===== config.mk =====
export PLATFORM = sky130hd
export DESIGN_NAME = reg_bank_arbiter
export DESIGN_NICKNAME = d
export VERILOG_FILES = /design/src/rtl/reg_arb_pkg.sv /design/src/rtl/rr_picker.sv /design/src/rtl/reg_bank_arbiter.sv
export SDC_FILE = /design/constraint.sdc
export NUM_CORES = 1
export LEC_CHECK = 0
export ABC_AREA = 1
export ABC_CLOCK_PERIOD_IN_PS = 3000
export CAP_MARGIN = 10
export CORE_UTILIZATION = 41
export CTS_BUF_LIST = sky130_fd_sc_hd__clkbuf_16
export DETAILED_ROUTE_END_ITERATION = 6
export MAX_ROUTING_LAYER = met4
export PLACE_DENSITY = 0.81
export SKIP_CTS_REPAIR_TIMING = 1
export SLEW_MARGIN = 20
export SYNTH_ARGS = -nofsm -noshare
export SYNTH_HDL_FRONTEND = slang
export SYNTH_SLANG_ARGS = --single-unit

===== constraint.sdc =====
create_clock -name clk -period 3 [get_ports clk]
set_input_delay 0.6 -clock clk [delete_from_list [all_inputs] [get_ports clk]]
set_output_delay 0.6 -clock clk [all_outputs]
set_load 0.005 [all_outputs]

===== src/rtl/reg_arb_pkg.sv =====
`default_nettype none
// +--------------------------------------------------------------------------+
// | reg_arb_pkg: FSM encodings and default sizing shared by bank arbiters.   |
// | Revision: 1.0                                                            |
// +--------------------------------------------------------------------------+
package reg_arb_pkg;
  localparam logic [0:0] ST_IDLE  = 1'b0;
  localparam logic [0:0] ST_GRANT = 1'b1;

  localparam int DEF_NUM_REQ = 4;
  localparam int DEF_WIDTH   = 16;
  localparam int DEF_ADDR_W  = 3;
endpackage
`default_nettype wire


===== src/rtl/rr_picker.sv =====
`default_nettype none
// +--------------------------------------------------------------------------+
// | rr_picker: combinational round-robin pick (rotate, priority, unrotate).  |
// | Revision: 1.0                                                            |
// +--------------------------------------------------------------------------+
module rr_picker
  import reg_arb_pkg::*;
#(
  parameter  int N     = DEF_NUM_REQ,
  localparam int PTR_W = (N > 1) ? $clog2(N) : 1
) (
  input  logic [N-1:0]     elig_i,
  input  logic [PTR_W-1:0] ptr_i,
  output logic [N-1:0]     win_o,
  output logic             any_o
);
  logic [PTR_W-1:0] shift;
  logic [2*N-1:0]   dbl_elig;
  logic [2*N-1:0]   dbl_pick;
  logic [N-1:0]     rot;
  logic [N-1:0]     pick;

  // Search starts one past the last winner, so rotate that index down to bit 0.
  always_comb begin
    shift    = (ptr_i == PTR_W'(N - 1)) ? '0 : ptr_i + 1'b1;
    dbl_elig = {elig_i, elig_i} >> shift;
    rot      = dbl_elig[N-1:0];
    pick     = rot & (~rot + N'(1));
    dbl_pick = {pick, pick} << shift;
    win_o    = dbl_pick[2*N-1:N];
  end

  assign any_o = |elig_i;
endmodule
`default_nettype wire


===== src/rtl/reg_bank_arbiter.sv =====
`default_nettype none
// +--------------------------------------------------------------------------+
// | reg_bank_arbiter: round-robin sharing of one register bank; optional     |
// | REG_ARB_LOCK_EN adds a lock port for atomic read-modify-write. Rev 1.0   |
// +--------------------------------------------------------------------------+
module reg_bank_arbiter
  import reg_arb_pkg::*;
#(
  parameter int NUM_REQ = DEF_NUM_REQ,
  parameter int WIDTH   = DEF_WIDTH,
  parameter int ADDR_W  = DEF_ADDR_W
) (
  input  logic                      clk,
  input  logic                      rst_n,
  input  logic [NUM_REQ-1:0]        req,
  input  logic [NUM_REQ-1:0]        we,
  input  logic [NUM_REQ*ADDR_W-1:0] addr,
  input  logic [NUM_REQ*WIDTH-1:0]  wdata,
`ifdef REG_ARB_LOCK_EN
  input  logic [NUM_REQ-1:0]        lock,
`endif
  output logic [NUM_REQ-1:0]        gnt,
  output logic [WIDTH-1:0]          rdata,
  output logic                      rvalid,
  output logic [NUM_REQ-1:0]        rid,
  output logic [ADDR_W-1:0]         bank_addr,
  output logic                      bank_load,
  output logic [WIDTH-1:0]          bank_in,
  input  logic [WIDTH-1:0]          bank_out
);
  localparam int PTR_W = (NUM_REQ > 1) ? $clog2(NUM_REQ) : 1;

  logic [0:0]         state_q, state_d;
  logic [PTR_W-1:0]   ptr_q, ptr_d;
  logic [NUM_REQ-1:0] gnt_q, gnt_d, rid_q, rid_d;
  logic [NUM_REQ-1:0] elig, win;
  logic               any, locked;
  logic               load_q, load_d, rvalid_q, rvalid_d;
  logic [ADDR_W-1:0]  addr_q, addr_d;
  logic [WIDTH-1:0]   wdata_q, wdata_d, rdata_q, rdata_d;

`ifdef REG_ARB_LOCK_EN
  logic [NUM_REQ-1:0] owner;
  // A locked owner is the only eligible requester and bypasses its own mask.
  assign owner  = (state_q == ST_GRANT) ? (gnt_q & lock & req) : '0;
  assign locked = |owner;
  assign elig   = locked ? owner : (req & ~gnt_q);
`else
  assign locked = 1'b0;
  assign elig   = req & ~gnt_q;
`endif

  rr_picker #(.N(NUM_REQ)) u_picker (
    .elig_i (elig),
    .ptr_i  (ptr_q),
    .win_o  (win),
    .any_o  (any)
  );

  always_comb begin
    state_d = any ? ST_GRANT : ST_IDLE;
    gnt_d   = win;
    ptr_d   = ptr_q;
    load_d  = 1'b0;
    addr_d  = addr_q;
    wdata_d = wdata_q;
    for (int k = 0; k < NUM_REQ; k++) begin
      if (win[k]) begin
        load_d  = we[k];
        addr_d  = addr[k*ADDR_W +: ADDR_W];
        wdata_d = wdata[k*WIDTH +: WIDTH];
        if (!locked) begin
          ptr_d = PTR_W'(k);
        end
      end
    end
    // A read grant samples the bank at the end of its GRANT cycle.
    rvalid_d = (state_q == ST_GRANT) && !load_q;
    rid_d    = rvalid_d ? gnt_q : rid_q;
    rdata_d  = rvalid_d ? bank_out : rdata_q;
  end

  always_ff @(posedge clk or negedge rst_n) begin
    if (!rst_n) begin
      state_q  <= ST_IDLE;
      ptr_q    <= PTR_W'(NUM_REQ - 1);
      gnt_q    <= '0;
      load_q   <= 1'b0;
      addr_q   <= '0;
      wdata_q  <= '0;
      rvalid_q <= 1'b0;
      rid_q    <= '0;
      rdata_q  <= '0;
    end else begin
      state_q  <= state_d;
      ptr_q    <= ptr_d;
      gnt_q    <= gnt_d;
      load_q   <= load_d;
      addr_q   <= addr_d;
      wdata_q  <= wdata_d;
      rvalid_q <= rvalid_d;
      rid_q    <= rid_d;
      rdata_q  <= rdata_d;
    end
  end

  assign gnt       = gnt_q;
  assign bank_load = load_q;
  assign bank_addr = addr_q;
  assign bank_in   = wdata_q;
  assign rvalid    = rvalid_q;
  assign rid       = rid_q;
  assign rdata     = rdata_q;
endmodule
`default_nettype wire


---- After elaboration in Yosys (flattened, before gate mapping) ----
Index checks and enable logic that the tools add are counted.
word-level totals
  bits in registers ....................... 48
  bits of input ports ..................... 102
  output and inout port bits .............. 45
  word-level logic and storage cells ...... 40
operators by class
  add/subtract/negate cells ............... 2
  eq/ne operators ......................... 1
  shift operators ......................... 2
  mux-type cells .......................... 18
  bitwise operators ....................... 4
  reductions and logical operators ........ 4
operator list
  kind                                         number
  2-to-1 mux 16 bit                            4
  2-to-1 mux 3 bit                             4
  2-to-1 mux 2 bit                             5
  bitwise AND 4 bit                            2
  NOT 4 bit                                    2
  left shift 8 x 2 -> 8 bit                    1
  right shift 8 x 2 -> 4 bit                   1
  2-to-1 mux 1 bit                             5
  adder 4 x 1 -> 4 bit, second input constant  1
  nonzero test 4 bit                           1
  OR reduction 4 bit                           1
  adder 2 x 1 -> 2 bit, second input constant  1
  equality test 2 bit, second input constant   1
  logical AND 1 bit                            1
  zero test 1 bit                              1

---- Longest topological paths before layout ----
Gate-level depths: netlist of run 1.
  depth in word-level cells ............... 11
  gate-level depth with buffers ........... 18
  mapped depth without buffers ............ 17

---- Hierarchy ----
Synthesis of run 1 repeated with hierarchy kept, for this count alone.
second synthesis, totals
  cells, all modules ...................... 477
  area, all modules ....................... 2961.6 um^2
by module, submodules not included
  module            times used  cells each  area an instance (um^2)  sequential area each (um^2)
  reg_bank_arbiter  1           423         2713.9                   1203.7
  rr_picker         1           54          247.7                    0.0

---- Worst setup path before layout of run 1 ----
No wires, ideal clock.
  kind .................................... flip-flop to flip-flop
  start ................................... register ptr_q[0]
  end ..................................... register addr_q[0] (netlist: bank_addr[0])
  library setup time ...................... 0.116 ns
  arrival ................................. 2.058 ns
  required time ........................... 2.884 ns
  slack ................................... 0.825 ns
  stages on the path, launching flop included .. 16
  path buffers ............................ 2
  clock period less this slack ............ 2.175 ns
  cells stage by stage .................... dfstp_2 > ha_1 > buf_2 > inv_2 > nand3_1 > nand2_1 > nor2_4 > nand3_1 > nand3_1 > nand2_2 > buf_2 > nand2_1 > nand2_1 > nand2_1 > nand2_1 > nand2_1
on the way
  word-level cells in the longest chain between the ends .. 10
  elaborated cells on any way between the ends .. 12
  those cells by class .................... add/sub: 2; eq/ne: 1; shift: 2; mux: 4; bitwise: 2; reduce/logical: 1
RTL lines
  element                                                      RTL line                RTL
  start: declaration                                           reg_bank_arbiter.sv:34  logic [PTR_W-1:0] ptr_q, ptr_d;
  start signal: assignment                                     reg_bank_arbiter.sv:86  ptr_q <= PTR_W'(NUM_REQ - 1);
  start signal: assignment                                     reg_bank_arbiter.sv:96  ptr_q <= ptr_d;
  adder 2 x 1 -> 2 bit or equality test 2 bit (tied branches)  rr_picker.sv:25         shift = (ptr_i == PTR_W'(N - 1)) ? '0 : ptr_i + 1'b1;
  2-to-1 mux 2 bit *                                           rr_picker.sv:25
  right shift 8 x 2 -> 4 bit                                   rr_picker.sv:26         dbl_elig = {elig_i, elig_i} >> shift;
  NOT 4 bit                                                    rr_picker.sv:28         pick = rot & (~rot + N'(1));
  adder 4 x 1 -> 4 bit                                         rr_picker.sv:28
  bitwise AND 4 bit                                            rr_picker.sv:28
  left shift 8 x 2 -> 8 bit *                                  rr_picker.sv:29         dbl_pick = {pick, pick} << shift;
  2-to-1 mux 3 bit (3 in series)                               reg_bank_arbiter.sv:68  if (win[k]) begin
  end signal: assignment                                       reg_bank_arbiter.sv:99  addr_q <= addr_d;
  end: declaration                                             reg_bank_arbiter.sv:39  logic [ADDR_W-1:0] addr_q, addr_d;
Mark *: on every way between the ends. The rest lies on a longest branch, timed or not.
A chain may end at the register's enable or synchronous reset.

---- Worst setup path in the final report of run 1 ----
  start ................................... register ptr_q[0]
  end ..................................... register addr_q[1] (netlist: bank_addr[1])
The elaborated chain is that of the path after synthesis.

==> results_dict.tcl, run 1 <==
set metrics [dict create \
    status "completed" \
    synth_area_leaders "dfrtp_1 (38%), nand2_1 (25%), nand3_1 (11%)" \
    yosysMostFrequentCell "nand2_1" \
    fin_crit_sh 0.845 \
    cts_made_buffers 5 \
    nFillCells 613 \
    cp.required_ps 3170 \
    worst-r2r-cell-count 14 \
    r2r_end "bank_addr[1]" \
    antenna_left 0 \
    worstSetupEndpoint "bank_addr[1]" \
    setup_violations 0 \
    multi_input_area_um2 1360 \
    core_um2 7210 \
    grt_max_degree 49 \
    port-buffer-count 146 \
    syn_to_final_growth_pct 56.1 \
    gp_congestion 0.924 \
    die_area_um2 7770 \
    diodes 0 \
    synthFlopType "dfrtp_1" \
    synth-edff-count 0 \
    vias_per_cell 4.74 \
    fmax_mhz 394 \
    rr_startpoint "ptr_q[0]" \
    synth_top_area_frac 0.378 \
    syn_area_um2 3040 \
    worst_setup_path_start_kind "flip-flop" \
    rsz0062_at_grt "false" \
    p_leak_nw 2.54 \
    path_class "flip-flop to flip-flop" \
    syn_nets 574 \
    initial_core_util 0.422 \
    drt-pass1-iter-count 5 \
    syn_inst 471 \
    ys_seq_elements 48 \
    root_buffer "clkbuf_16" \
    overflow 0 \
    post-route-min-period_ps 2540 \
    clkSlewWorstSetupHoldPaths_ps 60 \
    power-per-cell-area_nw_per_um2 1420 \
    num-nets-final 716 \
    wl_per_cell_um 12.3 \
    r2r_slack_ps 460 \
    crit_start "ptr_q[0]" \
    tightest_slew_ps 641 \
    vias 3383 \
    core.rowCount 31 \
    synth_warnings 0 \
    h-tree-depth 2 \
    slew_headroom 0.572 \
    synthArstFlopShare 1.00 \
    fin_skew_ps 6.42 \
    io_pins 147 \
    vdd_drop_max_v 0.000989 \
    cts.sinks 48 \
    final_util 0.658 \
    drive_above_1_share 0.0586 \
    grtUsageTotal 0.239 \
    grt_pass1_wl_um 14100 \
    synth_common_cells "nand2_1 (203), inv_1 (87), nand3_1 (66), dfrtp_1 (46), o21ai_0 (14)" \
    synth_cell_type_count 23 \
    maxCapViolCount 0 \
    drc_errors 0 \
    seq_area_frac_synth 0.396 \
    die_h_um 88.1 \
    fin_setup_tns_ps 0 \
    hold_violations 0 \
    antenna_found_initial 0 \
    cp.arrival_ps 2710 \
    clockBufferDepth 2 \
    synth_area_leader_cell "dfrtp_1" \
    grt_pass1_vias 3229 \
    routed_wl_um 8760 \
    drv_slew 0 \
    crit_fanout 21 \
    synth.avg_cell_area_um2 6.46 \
    ff_latch_area_um2 1200 \
    drtIter0Drc 192 \
    cp-end-kind "flip-flop" \
    insertion_delay_ps 290 \
    hold_path.class "input pin to async pin" \
    cts_tree "yes" \
    dp_hpwl_um 6750 \
    die_x_um 88.1 \
]
==> kinds of logic (layout without fill, tap and decap cells) <==
family,Yosys count,count (layout),share of synthesized area
compound gates,26,26,0.0448
flops,48,48,0.396
simple gates,283,283,0.397
fa+ha+maj,1,1,0.00411
buf+inv,113,256,0.158
==> worst max-delay path, cell delays in order (launching register included) <==
cell     delay (ps)
dfstp_2         580
ha_1            340
inv_2           200
nand3_2         100
nand2_2         130
a21oi_2          60
nand2_1          90
nand3_2         190
nand2_1         130
buf_4           250
nand2_1          90
nand3_1          80
nand2_1          50
nand2_1          70
nand2_1          60
==> routing by layer <==
metal  vias to the layer above  GRT usage  share of wire
met1                      1476      0.272           0.39
li1                       1694          -              -
met2                       196      0.413           0.48
met3                        17     0.0594           0.11
met4                         0     0.0777          0.019
met5                         -          -              0
==> cell type report <==
cell class              count  area share
multi-input cells         310       0.286
flip-flops and latches     48       0.254
well taps                  99      0.0261
clock inverters             3     0.00896
inverters                  91      0.0720
clock buffers               5      0.0264
repair buffers            157       0.327
==> layout by cell type, fill, tap and decap left out <==
cell             netlist  routed
inv_1                 87      87
nand3_2                4       4
bufinv_16              0       1
and2_0                 1       1
dfstp_2                2       2
nand4_1                2       2
a21oi_2                1       1
nand3_1               66      66
buf_4                  4      11
nand2_1              203     203
dfrtp_1               46      46
nor2_1                 1       1
o21ai_1               10      10
o211ai_1               1       1
clkbuf_16              0       5
nand2_4                1       1
clkinv_1               0       1
ha_1                   1       1
inv_2                  4       4
o21ai_0               14      14
buf_12                 0       1
clkinv_4               0       1
nor2_4                 2       2
clkdlybuf4s50_1        0     145
nand2_2                3       3
==> how the worst min path moves through the flow <==
stage,from,endpoint,slack (ps),cells past startpoint
after floorplan,rst_n,bank_addr[0],300,0
after global placement,rdata[8],rdata[8],450,2
after detailed placement,rdata[13],rdata[13],460,2
after CTS,rdata[0],rdata[0],470,2
after global routing,rst_n,rdata[10],380,1
final,rst_n,rdata[0],320,1
==> flip-flops by register name, indices dropped and copies added (netlist names) <==
register	cells
bank_addr	3
bank_in	16
rdata	16
rvalid	1
ptr_q	2
bank_load	1
state_q	1
rid	4
gnt	4
==> where the power goes <==
group	switching [mW]	leakage [nW]	total, mW	internal (mW)
clock network	0.229	0.0814	0.620	0.391
logic	2.89	1.89	4.89	2.01
registers	0.184	0.575	1.22	1.04
==> per-stage QoR <==
| step | cells | area, µm² | setup WS (ps) | power [mW] | hold WS, ps |
|---|---|---|---|---|---|
| 6_report | 713 | 4750 | 465 | 6.73 | 321 |
| 3_5_place_dp | 705 | 4580 | 351 | 6.10 | 458 |
| 3_3_place_gp | 705 | 4580 | 434 | 5.96 | 452 |
| 2_1_floorplan | 471 | 3040 | 825 | 4.65 | 304 |
| 5_1_grt | 713 | 4750 | 224 | 7.55 | 377 |
| 4_1_cts | 713 | 4740 | 473 | 6.75 | 473 |
No activity file was read; power rests on OpenSTA's default activity.
==> run 2, diff against run 1 <==
--- a/config.mk
+++ b/config.mk
@@ -6,7 +6,7 @@
 export NUM_CORES = 1
 export LEC_CHECK = 0
 export ABC_AREA = 1
-export ABC_CLOCK_PERIOD_IN_PS = 3000
+export ABC_CLOCK_PERIOD_IN_PS = 2500
 export CAP_MARGIN = 10
 export CORE_UTILIZATION = 41
 export CTS_BUF_LIST = sky130_fd_sc_hd__clkbuf_16
==> constraint.sdc (replaced) <==
create_clock -name clk -period 2.5 [get_ports clk]
set_input_delay 0.5 -clock clk [delete_from_list [all_inputs] [get_ports clk]]
set_output_delay 0.5 -clock clk [all_outputs]
set_load 0.005 [all_outputs]
==> results_dict.tcl, run 2 (synthesis gave the netlist of run 1 again) <==
set metrics [dict create \
    status "completed" \
    wl_per_cell_um 12.8 \
    cp.arrival_ps 2490 \
    port-buffer-count 146 \
    grt_pass1_wl_um 14600 \
    dpl.cell_count 709 \
    stdcell_area_um2 4830 \
    rsz0062_at_grt "false" \
    die_h_um 88.1 \
    post_dp_cell_area_um2 4630 \
    clkSlewWorstSetupHoldPaths_ps 60 \
    path_class "flip-flop to flip-flop" \
    crit_path_frequent_cell "nand2_1" \
    grt_pass1_vias 3268 \
    overflow 0 \
    slew_headroom 0.545 \
    core.rowCount 31 \
    post-route-min-period_ps 2310 \
    critical_path_buf_inv_count 2 \
    hold_path.class "input pin to async pin" \
    setup_violations 0 \
    fin_skew_ps 6.11 \
    worst_setup_path_start_kind "flip-flop" \
    top_layer "met4" \
    diodes 0 \
    die_area_um2 7770 \
    maxCapViolCount 0 \
    crit_fanout 11 \
    setup_slack_ps 188 \
    critical_path.max_stage_delay_ps 600 \
    drc_errors 0 \
    drv_slew 0 \
    grt_max_degree 25 \
    die_x_um 88.1 \
    final_common_cell "nand2_1" \
    gp_congestion 0.894 \
    antenna_left 0 \
    io_pins 147 \
    root_buffer "clkbuf_16" \
    antenna_found_initial 0 \
    fmax_mhz 432 \
    stdcell_count 717 \
    syn_to_final_growth_pct 58.8 \
    grtUsageTotal 0.251 \
    power-per-cell-area_nw_per_um2 1780 \
    cp.required_ps 2670 \
    slowest_stage "dfstp_2" \
    fin_setup_tns_ps 0 \
    core_um2 7210 \
    dr_wl_met3_um 764 \
    drtIter0Drc 191 \
    insertion_delay_ps 290 \
    drt-met1-wl_um 3840 \
    path_cells "ha_4, inv_2, nand2_4, nand2_1, nand3_1, nand2_1, nor2_4, nand3_1, nand3_2, nand2_2, buf_4, nand3_1, nand2_1, nand2_1, nand2_1" \
    vias 3461 \
    vdd_drop_max_v 0.00111 \
    cts.sinks 48 \
    num-nets-final 720 \
    cp-end-kind "flip-flop" \
    routed_wl_um 9190 \
    crit_family "simple AND/OR/NAND/NOR gates" \
    wl_met2_um 4460 \
    cts_made_buffers 5 \
    fin_hold_ws_ps 102 \
    drt-pass1-iter-count 5 \
    drive_above_1_share 0.0696 \
    hold_violations 0 \
    cts_tree "yes" \
    p_leak_nw 2.58 \
    fin_crit_sh 0.925 \
    initial_core_util 0.422 \
    layout_common_cells "nand2_1 (203), clkdlybuf4s50_1 (145), inv_1 (88)" \
    tightest_slew_ps 682 \
    clockBufferDepth 2 \
    vias_per_cell 4.83 \
    dp_hpwl_um 7180 \
    pre_cts_ws_ps 55.4 \
    h-tree-depth 2 \
]
## run 2: cell types whose count changed in the layout (fill, tap and decap cells not counted), sizes merged
cell	before	now
buf	12	16
clkinv	2	1
inv	91	92
## run 2: final timing paths
| check | from | endpoint | slack (ps) | depth (start not counted) |
|---|---|---|---|---|
| min in group clk | rdata[5] | rdata[5] | 470 | 2 |
| worst min register to register | rdata[5] | rdata[5] | 470 | 2 |
| max in group asynchronous | rst_n | bank_in[6] | 1850 | 2 |
| worst min-delay path | rst_n | state_q | 100 | 1 |
| worst max-delay path | ptr_q[0] | bank_in[5] | 190 | 15 |
| worst max register to register | ptr_q[0] | bank_in[5] | 190 | 15 |
## run 2: layout make-up
| type | count | area [µm²] |
|---|---|---|
| fill | 599 | 2380 |
| timing repair buffer | 161 | 1610 |
| multi-input combinational | 310 | 1380 |
| sequential | 48 | 1200 |
| inverter | 91 | 347 |
| clock buffer | 5 | 125 |
| tap | 99 | 124 |
| clock inverter | 3 | 38.8 |
## run 2: layer usage
metal / up-vias / track usage
met5: - / -
li1: 1715 / -
met4: 0 / 0.0645
met2: 172 / 0.442
met3: 16 / 0.0528
met1: 1558 / 0.291
## run 2: worst reg2reg max path: stages, from the launching register on
cell and delay [ps]:
dfstp_2 600, ha_4 170, inv_2 40, nand2_4 100
nand2_1 80, nand3_1 110, nand2_1 110, nor2_4 170
nand3_1 130, nand3_2 100, nand2_2 110, buf_4 200
nand3_1 90, nand2_1 50, nand2_1 80, nand2_1 60
## run 2: through the flow
step           utilization  power, mW
6_report             0.670       8.58
3_3_place_gp         0.642       7.42
4_1_cts              0.665       8.45
3_5_place_dp         0.642       7.66
2_1_floorplan            -       5.58
5_1_grt              0.670       9.47
## run 2: power by group
part           switching, mW  leakage (nW)  total (mW)  internal [mW]
registers              0.231         0.575        1.47           1.24
logic                   3.68          1.92        6.37           2.69
clock network          0.274        0.0850       0.740          0.466
==> run 3, diff against run 2 <==
--- a/config.mk
+++ b/config.mk
@@ -8,11 +8,12 @@
 export ABC_AREA = 1
 export ABC_CLOCK_PERIOD_IN_PS = 2500
 export CAP_MARGIN = 10
-export CORE_UTILIZATION = 41
+export CORE_UTILIZATION = 47
 export CTS_BUF_LIST = sky130_fd_sc_hd__clkbuf_16
 export DETAILED_ROUTE_END_ITERATION = 6
+export DONT_BUFFER_PORTS = 1
 export MAX_ROUTING_LAYER = met4
-export PLACE_DENSITY = 0.81
+export RECOVER_POWER = 100
 export SKIP_CTS_REPAIR_TIMING = 1
 export SLEW_MARGIN = 20
 export SYNTH_ARGS = -nofsm -noshare
==> constraint.sdc (replaced) <==
create_clock -name clk -period 2.5 [get_ports clk]
set_input_delay 0.5 -clock clk [delete_from_list [all_inputs] [get_ports clk]]
set_output_delay 0.5 -clock clk [all_outputs]
set_load 0.01 [all_outputs]
==> results_dict.tcl, run 3 (synthesis gave the netlist of run 1 again) <==
set metrics [dict create \
    status "completed" \
    grt_pass1_vias 2597 \
    drc_errors 0 \
    overflow 0 \
    nFillCells 637 \
    clkSlewWorstSetupHoldPaths_ps 60 \
    initial_core_util 0.499 \
    grtUsageTotal 0.243 \
    diodes 0 \
    drv_slew 0 \
    path_cells "ha_4, inv_1, nand2_4, nand2_1, nand3_1, nand2_1, nor2_4, nand3_1, nand3_1, nand2_2, buf_4, o21ai_0, inv_1, nand2_1, nand2_1" \
    cts_tree "yes" \
    layout_common_cells "nand2_1 (203), inv_1 (88), nand3_1 (65)" \
    final_common_cell "nand2_1" \
    post-route-min-period_ps 2320 \
    cp.required_ps 2670 \
    drive_above_1_share 0.0886 \
    insertion_delay_ps 280 \
    antenna_found_initial 0 \
    vias 2818 \
    pre_cts_ws_ps 2.05 \
    grt_max_degree 49 \
    h-tree-depth 2 \
    final_util 0.542 \
    cts_made_buffers 5 \
    slew_headroom 0.230 \
    vias_per_cell 5.13 \
    die_area_um2 6800 \
    core_um2 6100 \
    crit_fanout 16 \
    fin_skew_ps 3.83 \
    die_h_um 82.4 \
    rsz0062_at_grt "false" \
    path_class "flip-flop to flip-flop" \
    worst_setup_path_start_kind "flip-flop" \
    root_buffer "clkbuf_16" \
    gp_congestion 0.917 \
    crit_start "ptr_q[0]" \
    grt_pass1_wl_um 12100 \
    fin_setup_tns_ps 0 \
    r2r_slack_ps 180 \
    hold_path.class "input pin to async pin" \
    tightest_slew_ps 1160 \
    routed_wl_um 7870 \
    rr_startpoint "ptr_q[0]" \
    core.rowCount 28 \
    cp-end-kind "flip-flop" \
    drt-pass1-iter-count 4 \
    syn_to_final_growth_pct 8.56 \
    critical_path.max_stage_delay_ps 560 \
    cts.sinks 48 \
    drtIter0Drc 108 \
    slowest_stage "dfstp_2" \
    io_pins 147 \
    crit_path_frequent_cell "nand2_1" \
    clockBufferDepth 2 \
    setup_slack_ps 175 \
    antenna_left 0 \
    crit_family "simple AND/OR/NAND/NOR gates" \
    setup_violations 0 \
    fmax_mhz 430 \
    fin_crit_sh 0.930 \
    wl_per_cell_um 14.3 \
    port-buffer-count 0 \
    cp.arrival_ps 2500 \
    hold_violations 0 \
    critical_path_buf_inv_count 3 \
    dp_hpwl_um 5870 \
    num-nets-final 576 \
    maxCapViolCount 0 \
    die_x_um 82.4 \
]
## run 3: cell count changes in the layout (fill, tap and decap cells not counted), moves of 2 or more
cell	delta
buf_12	-2
buf_4	+2
clkdlybuf4s50_1	-145
nand3_2	-2
## run 3: cell type report
| class | instances | area [µm²] | share of cell area |
|---|---|---|---|
| Inverter | 91 | 342 | 0.103 |
| Tap cell | 75 | 93.8 | 0.0284 |
| Timing Repair Buffer | 17 | 138 | 0.0417 |
| Sequential cell | 48 | 1200 | 0.365 |
| Clock inverter | 3 | 18.8 | 0.00568 |
| Clock buffer | 5 | 125 | 0.0379 |
| Multi-Input combinational cell | 310 | 1380 | 0.418 |
## run 3: worst paths after layout
check	end	cells past startpoint
max	bank_in[1]	15
min	ptr_q[0]	0
max reg2reg	bank_in[1]	15
min reg2reg	ptr_q[1]	2
max in group asynchronous	bank_in[9]	1
min in group clk	rdata[3]	2
## run 3: per-stage QoR
stage	cells	hold slack (ps)	instance area [µm²]
2_1_floorplan	471	204	3040
3_3_place_gp	539	205	3110
3_5_place_dp	539	205	3110
4_1_cts	547	-100	3250
5_1_grt	549	42.3	3300
6_report	549	55.6	3300
## run 3: layer usage
layer	vias to the layer above	track usage	routed length [µm]
met5	-	-	0
met4	0	0.0544	73
met3	7	0.0363	505
met2	115	0.437	3990
met1	1277	0.284	3310
li1	1419	-	-
Power of run 3 is not shown: default switching activity piles up to over one toggle a cycle in this logic, so the estimate is an artifact.
